<file path="config.mk">
export PLATFORM = sky130hd
export DESIGN_NAME = awb_gain
export DESIGN_NICKNAME = d
export VERILOG_FILES = /design/src/rtl/awb_gain.sv
export SDC_FILE = /design/constraint.sdc
export NUM_CORES = 1
export LEC_CHECK = 0
export ABC_CLOCK_PERIOD_IN_PS = 7900
export BUFFER_PORTS_ARGS = -buffer_cell sky130_fd_sc_hd__buf_2
export CORE_MARGIN = 2
export CORE_UTILIZATION = 25
export CTS_BUF_LIST = sky130_fd_sc_hd__clkbuf_4 sky130_fd_sc_hd__clkbuf_8 sky130_fd_sc_hd__clkbuf_16
export DETAILED_ROUTE_END_ITERATION = 10
export HOLD_SLACK_MARGIN = 0.12
export PLACE_DENSITY_LB_ADDON = 0.05
export SLEW_MARGIN = 20
export SYNTH_ARGS = -nofsm -noshare
export SYNTH_HDL_FRONTEND = slang
export SYNTH_SLANG_ARGS = --single-unit
</file>
<file path="constraint.sdc">
create_clock -name clk -period 7.9 [get_ports clk]
set_clock_uncertainty 0.1 [all_clocks]
set_input_delay 0.395 -clock clk [delete_from_list [all_inputs] [get_ports clk]]
set_output_delay 0.395 -clock clk [all_outputs]
set_load 0.005 [all_outputs]
</file>
<file path="src/rtl/awb_gain.sv">
// rtl/awb_gain.sv - per-channel white-balance gain stage with frame statistics (optional: AWB_STATS_EN)
module awb_gain #(
  parameter int H        = 1280,
  parameter int V        = 720,
  parameter int STAT_SAT = 250
) (
  input  logic        clk,
  input  logic        rstn,
  input  logic        pix_valid_in,
  input  logic [23:0] pix_data_in,
  input  logic        sof_in,
  input  logic [7:0]  gain_r,
  input  logic [7:0]  gain_g,
  input  logic [7:0]  gain_b,
  input  logic        gain_update,
  output logic        pix_valid_out,
  output logic [23:0] pix_data_out,
  output logic        sof_out,
  output logic [31:0] stat_sum_r,
  output logic [31:0] stat_sum_g,
  output logic [31:0] stat_sum_b,
  output logic [31:0] stat_cnt,
  output logic        stat_valid,
  output logic        frame_err
);

  localparam int CW = (H > 1) ? $clog2(H) : 1;
  localparam int RW = (V > 1) ? $clog2(V) : 1;
  localparam logic [CW-1:0] COL_LAST = CW'(H - 1);
  localparam logic [RW-1:0] ROW_LAST = RW'(V - 1);

  logic [CW-1:0] col;
  logic [RW-1:0] row;
  logic [CW-1:0] eff_col;
  logic [RW-1:0] eff_row;
  logic          sof_acc;
  logic          at_origin;

  // A start-of-frame pixel is always treated as position (0,0)
  always_comb begin
    sof_acc   = pix_valid_in & sof_in;
    eff_col   = sof_acc ? '0 : col;
    eff_row   = sof_acc ? '0 : row;
    at_origin = (col == '0) && (row == '0);
  end

  // Position counters and frame-structure check
  always_ff @(posedge clk or negedge rstn) begin
    if (!rstn) begin
      col       <= '0;
      row       <= '0;
      frame_err <= 1'b0;
    end else begin
      frame_err <= 1'b0;
      if (pix_valid_in) begin
        frame_err <= sof_in ? !at_origin : at_origin;
        if (eff_col == COL_LAST) begin
          col <= '0;
          row <= (eff_row == ROW_LAST) ? '0 : eff_row + 1'b1;
        end else begin
          col <= eff_col + 1'b1;
          row <= eff_row;
        end
      end
    end
  end

  logic [7:0] act_r, act_g, act_b;
  logic [7:0] shd_r, shd_g, shd_b;
  logic       pend;
  logic [7:0] use_r, use_g, use_b;

  // Gains applied to the current pixel: only a start-of-frame pixel may switch them
  always_comb begin
    use_r = act_r;
    use_g = act_g;
    use_b = act_b;
    if (sof_acc) begin
      if (gain_update) begin
        use_r = gain_r;
        use_g = gain_g;
        use_b = gain_b;
      end else if (pend) begin
        use_r = shd_r;
        use_g = shd_g;
        use_b = shd_b;
      end
    end
  end

  // Shadow/active gain registers; a pending update waits for the next frame start
  always_ff @(posedge clk or negedge rstn) begin
    if (!rstn) begin
      act_r <= 8'd64;
      act_g <= 8'd64;
      act_b <= 8'd64;
      shd_r <= 8'd64;
      shd_g <= 8'd64;
      shd_b <= 8'd64;
      pend  <= 1'b0;
    end else begin
      if (gain_update) begin
        shd_r <= gain_r;
        shd_g <= gain_g;
        shd_b <= gain_b;
      end
      if (sof_acc) begin
        act_r <= use_r;
        act_g <= use_g;
        act_b <= use_b;
        pend  <= 1'b0;
      end else if (gain_update) begin
        pend  <= 1'b1;
      end
    end
  end

  logic [15:0] p_r, p_g, p_b;
  logic        v1, s1;

  // Stage 1: raw Q2.6 products
  always_ff @(posedge clk or negedge rstn) begin
    if (!rstn) begin
      p_r <= '0;
      p_g <= '0;
      p_b <= '0;
      v1  <= 1'b0;
      s1  <= 1'b0;
    end else begin
      v1 <= pix_valid_in;
      s1 <= sof_acc;
      p_r <= 16'(pix_data_in[23:16]) * 16'(use_r);
      p_g <= 16'(pix_data_in[15:8])  * 16'(use_g);
      p_b <= 16'(pix_data_in[7:0])   * 16'(use_b);
    end
  end

  // Round to nearest and saturate to 8 bits; 255*255+32 still fits in 16 bits
  function automatic logic [7:0] round_clip(input logic [15:0] p);
    logic [15:0] s;
    logic [9:0]  q;
    s = p + 16'd32;
    q = s[15:6];
    return (q > 10'd255) ? 8'hFF : q[7:0];
  endfunction

  // Stage 2: rounded/clipped output, data held while no pixel is valid
  always_ff @(posedge clk or negedge rstn) begin
    if (!rstn) begin
      pix_valid_out <= 1'b0;
      sof_out       <= 1'b0;
      pix_data_out  <= '0;
    end else begin
      pix_valid_out <= v1;
      sof_out       <= v1 & s1;
      if (v1) begin
        pix_data_out <= {round_clip(p_r), round_clip(p_g), round_clip(p_b)};
      end
    end
  end

`ifdef AWB_STATS_EN
  localparam logic [8:0] SAT = 9'(STAT_SAT);

  logic [31:0] acc_r, acc_g, acc_b, acc_c;
  logic [31:0] sum_r, sum_g, sum_b, sum_c;
  logic        incl;
  logic        at_last;

  // Running totals including the current pixel; a frame start discards earlier totals
  always_comb begin
    incl    = ({1'b0, pix_data_in[23:16]} < SAT) &&
              ({1'b0, pix_data_in[15:8]}  < SAT) &&
              ({1'b0, pix_data_in[7:0]}   < SAT);
    at_last = (eff_col == COL_LAST) && (eff_row == ROW_LAST);
    sum_r   = (sof_acc ? 32'd0 : acc_r) + (incl ? 32'(pix_data_in[23:16]) : 32'd0);
    sum_g   = (sof_acc ? 32'd0 : acc_g) + (incl ? 32'(pix_data_in[15:8])  : 32'd0);
    sum_b   = (sof_acc ? 32'd0 : acc_b) + (incl ? 32'(pix_data_in[7:0])   : 32'd0);
    sum_c   = (sof_acc ? 32'd0 : acc_c) + (incl ? 32'd1 : 32'd0);
  end

  // Accumulate per frame; publish and clear on the last pixel of the frame
  always_ff @(posedge clk or negedge rstn) begin
    if (!rstn) begin
      acc_r      <= '0;
      acc_g      <= '0;
      acc_b      <= '0;
      acc_c      <= '0;
      stat_sum_r <= '0;
      stat_sum_g <= '0;
      stat_sum_b <= '0;
      stat_cnt   <= '0;
      stat_valid <= 1'b0;
    end else begin
      stat_valid <= 1'b0;
      if (pix_valid_in) begin
        if (at_last) begin
          stat_sum_r <= sum_r;
          stat_sum_g <= sum_g;
          stat_sum_b <= sum_b;
          stat_cnt   <= sum_c;
          stat_valid <= 1'b1;
          acc_r      <= '0;
          acc_g      <= '0;
          acc_b      <= '0;
          acc_c      <= '0;
        end else begin
          acc_r <= sum_r;
          acc_g <= sum_g;
          acc_b <= sum_b;
          acc_c <= sum_c;
        end
      end
    end
  end
`else
  logic [8:0] unused_stat_sat;
  assign unused_stat_sat = 9'(STAT_SAT);
  assign stat_sum_r = '0;
  assign stat_sum_g = '0;
  assign stat_sum_b = '0;
  assign stat_cnt   = '0;
  assign stat_valid = 1'b0;
`endif

endmodule

</file>
---- After elaboration in Yosys (flattened, before gate mapping) ----
Cells that the tools add are included.
storage, ports and cells
  register bits after elaboration ......... 147
  input bits .............................. 53
  output and inout bits ................... 156
operators by class
  bitwise operators ....................... 2
  eq/ne operators ......................... 2
  add/sub/neg operators ................... 5
  order comparisons ....................... 3
  muxes and demuxes ....................... 21
  $mul .................................... 3
  reduce and logical (&&, ||, !) cells .... 5
operators with widths
  operator                                                         number
  two-way mux 8 bit                                                12
  adder 16 x 6 -> 16 bit (second input constant)                   3
  multiplier 8 x 8 -> 16 bit                                       3
  greater-than comparator 10 x 8 -> 1 bit (second input constant)  3
  two-way mux 10 bit                                               3
  two-way mux 11 bit                                               2
  adder 11 x 1 -> 11 bit (second input constant)                   1
  equality test 11 bit (second input constant)                     1
  logical NOT 11 bit                                               1
  adder 10 x 1 -> 10 bit (second input constant)                   1
  equality test 10 bit (second input constant)                     1
  logical NOT 10 bit                                               1
  two-way mux 1 bit                                                4
  bitwise AND 1 bit                                                2
  nonzero test 2 bit                                               1
  logical AND 1 bit                                                1
  logical NOT 1 bit                                                1

---- Logic depth before layout (Yosys ltp) ----
  depth in word-level cells ............... 5
  mapped depth ............................ 24
  depth with buffers taken out ............ 21

---- Least setup slack after synthesis ----
No wires, ideal clock.
  path type ............................... input -> register
  start point ............................. input gain_update
  end point ............................... register p_b[15]
  setup slack ............................. 2.219 ns
  stages .................................. 21
  buffers on the path ..................... 2
  data arrival time ....................... 5.457 ns
  cells stage by stage .................... buf_4 -> buf_1 -> mux2i_1 -> nor2_1 -> a21oi_1 -> nor2_1 -> fa_1 -> fa_1 -> inv_1 -> fa_1 -> fa_1 -> inv_1 -> ha_1 -> nand2_1 -> nor2_1 -> a41o_1 -> nand4_1 -> and4b_1 -> o41ai_2 -> a21oi_1 -> xnor2_1
on the way
  cells in the longest elaborated chain, start to end .. 3
RTL lines
  element                     RTL line  RTL
  start, declared             15        input logic gain_update,
  two-way mux 8 bit           79        if (gain_update) begin
  two-way mux 8 bit           78        if (sof_acc) begin
  multiplier 8 x 8 -> 16 bit  134       p_b <= 16'(pix_data_in[7:0]) * 16'(use_b);
  end signal, assigned        134
  end, declared               118       logic [15:0] p_r, p_g, p_b;
No other way between the ends.
A chain may end at the register's enable or synchronous reset.

---- Worst setup path after layout ----
  start point ............................. register pend
  end point ............................... register p_b[15]
on the way
  cells in the longest elaborated chain, start to end .. 4
RTL lines
  element                     RTL line  RTL
  start, declared             70        logic pend;
  start signal, assigned      100       pend <= 1'b0;
  start signal, assigned      111       pend <= 1'b0;
  start signal, assigned      113       pend <= 1'b1;
  two-way mux 8 bit           83        end else if (pend) begin
  two-way mux 8 bit           79
  two-way mux 8 bit           78
  multiplier 8 x 8 -> 16 bit  134
No other way between the ends.

==> flow_metrics.tcl <==
set metrics [dict create \
    die_y_um 225 \
    drive_above_1_share_pct 10.1 \
    synth_mux_area_share_pct 2.84 \
    ys_seq_area_share_pct 27.0 \
    avgRoutedWirePerCell_um 14.5 \
    grt_pass1_vias 8590 \
    post_synth_and_or_nand_nor_area_fraction_pct 17.2 \
    worst-setup-path-type "flip-flop to flip-flop" \
    crit_fanout 24 \
    ant_nets 0 \
    period_needed_ns 6.19 \
    max-cap-violations 0 \
    io_buffers 79 \
    via_per_inst 4.11 \
    ff_latch_area_um2 3310 \
    fin_setup_tns_ns 0 \
    clk_pin_slew_worst_paths_ns 0.06 \
    antenna_cells 0 \
    dp_slack_ns 1.24 \
    cts_tree "built" \
    synth_edf_count 0 \
    ctsResizeCount 0 \
    cp_data_arrival_time_ns 6.44 \
    die-area_um2 50800 \
    synth_compound_area_share_pct 7.72 \
    drt_iter0_drc 305 \
    utilization_pct 28.2 \
    multi_input_area_um2 7730 \
    syn_inst 1294 \
    grt_pass1_wl_um 47600 \
    root_buffer "clkbuf_16" \
    cts_buffer_depth 2 \
    timing.hold.ws_ns 0.138 \
    cp.required_ns 8.15 \
    ys_seq_elements 132 \
    synthFlopType "dfrtp_1" \
    r2r_cells 19 \
    layout.cells.most_common_list "inv_1 (172), conb_1 (129), dfrtp_1 (126)" \
    placeableCoreArea_um2 48600 \
    setup.worst_path.end "p_b[15]" \
    first_pass_iters 4 \
    ys_warn_count 0 \
    drc 0 \
    slew_headroom_pct 44.8 \
    die_x_um 225 \
    cts_sinks 132 \
    wirelength_um 29500 \
    ir_worst_vdd_uv 137 \
    fillers 5270 \
    final_cells 2034 \
    hold_start "gain_r[7]" \
    cp-start-kind "flip-flop" \
    rrSetupSlack_ns 1.71 \
    vias 8357 \
    grt-ovfl-total 0 \
    worst_skew_pair.late_latency_ns 0.46 \
    endpoint_kind "flip-flop" \
    ioPinCount 209 \
    pwr_density_cell_nw_per_um2 300 \
    placementRows 81 \
    setup_violations 0 \
    gp_congestion 0.723 \
    post-cts-setup-buffer-count 0 \
    total_power_mw 4.12 \
    layout_setup_ws_ns 1.71 \
    slew_viol_final 0 \
    nNetsFinal 1661 \
    holdCritPathClass "input pin to flip-flop" \
    finish.instance_area_um2 13700 \
    synth-xor-area-share_pct 3.57 \
    antenna_found_initial 1 \
    cts_buffers 17 \
    synth_cell_types 61 \
    synthAdderAreaFrac_pct 27.8 \
    fmax_mhz 162 \
    status "finished, final reports clean" \
    setup.worst_path.start "pend" \
    placedCellCount 1982 \
    async_flop_share_pct 100 \
    r2r-end "p_b[15]" \
    postPlaceCellArea_um2 12900 \
    post-route-period-util_pct 78.4 \
    final_common_cell "inv_1" \
    cts_hold_buf 20 \
    avgSynthCellArea_um2 9.47 \
    grt_start_max_net_pins 74 \
    grtUsageTotal_pct 12.3 \
    start_util_pct 25.2 \
    worst_slew_pin_slew_ns 0.824 \
    rsz0062_at_grt "false" \
    syn_to_final_growth_pct 11.9 \
    syn_area_um2 12300 \
    synth_top_family_by_area "adder cells" \
    dp_hpwl_um 23100 \
    htreeDepth 4 \
    hold_viol_final 0 \
    leakagePower_nw 6.95 \
    worstReg2RegStart "pend" \
]
-- cells by family after synthesis --
family,Yosys count
flip-flops,132
AND/OR/NAND/NOR,401
other,1
multiplexers,33
AO/OA/AOI/OAI,144
buffers and inverters,324
XOR/XNOR,50
adder cells (fa/ha/maj),209
-- sequential cells by signal, indices dropped and copies added, names as in the netlist, 8 cells and up --
register,count
pix_data_out,24
col,11
p_b,11
p_g,11
p_r,11
row,10
act_b,8
act_g,8
act_r,8
shd_b,8
shd_g,8
shd_r,8
-- metal layers --
metal	part of all wire, %	vias to the layer above	track usage [%]
met5	0	-	0
met2	49	109	20.4
met4	1.4	0	4.68
li1	-	4128	-
met1	47	4102	16.0
met3	2.9	18	2.37
-- critical path, stage by stage, from the launching register on --
cell and delay (ns):
dfrtp_1 0.45, o211ai_4 0.71, nor2_1 0.11, a21oi_1 0.62, nor2_1 0.14, fa_1 0.48, fa_1 0.54, inv_1 0.05
fa_1 0.46, fa_1 0.54, inv_1 0.04, ha_1 0.30, nand2_1 0.05, nor2_1 0.09, a41o_1 0.28, nand4_1 0.18
and4b_1 0.26, o41ai_2 0.40, a21oi_1 0.14, xnor2_1 0.13
-- where the power goes --
group	total, mW	switching, mW	internal (mW)
logic	2.29	1.27	1.02
registers	1.02	0.125	0.893
clock network	0.813	0.329	0.483
total	4.12	1.72	2.40
-- cell usage after synthesis, drive strengths merged (16+ instances only) --
cell type  count  area [um^2]
nand2         87          327
buf          137         1000
and2          95          594
a21oi         43          215
fa           105         2100
nand3         18         90.1
dfrtp        126         3150
and3          22          138
nor3          16         80.1
mux2i         22          220
nor2          69          259
inv          173          649
xnor2         28          245
nor2b         63          394
xor2          22          193
ha           104         1300
o21ai         36          180
-- cell type report --
cell class                      instances  area share, %
Inverter                              176           4.82
Clock buffer                           22           3.42
Sequential cell                       132           24.1
Multi-Input combinational cell        966           56.4
Clock inverter                         10          0.803
Timing Repair Buffer                  106           4.77
Tap cell                              622           5.67
-- worst min path at each step --
stage                     slack [ns]  cells after the start        to
final                           0.14                      3  shd_r[7]
after CTS                       0.12                      3  shd_r[7]
after floorplan              -0.0006                      0  act_b[0]
after global routing            0.14                      3  shd_b[7]
after detailed placement        0.37                      2  shd_g[4]
after global placement          0.37                      2  shd_g[3]
Power figures use the tool's default switching activity.
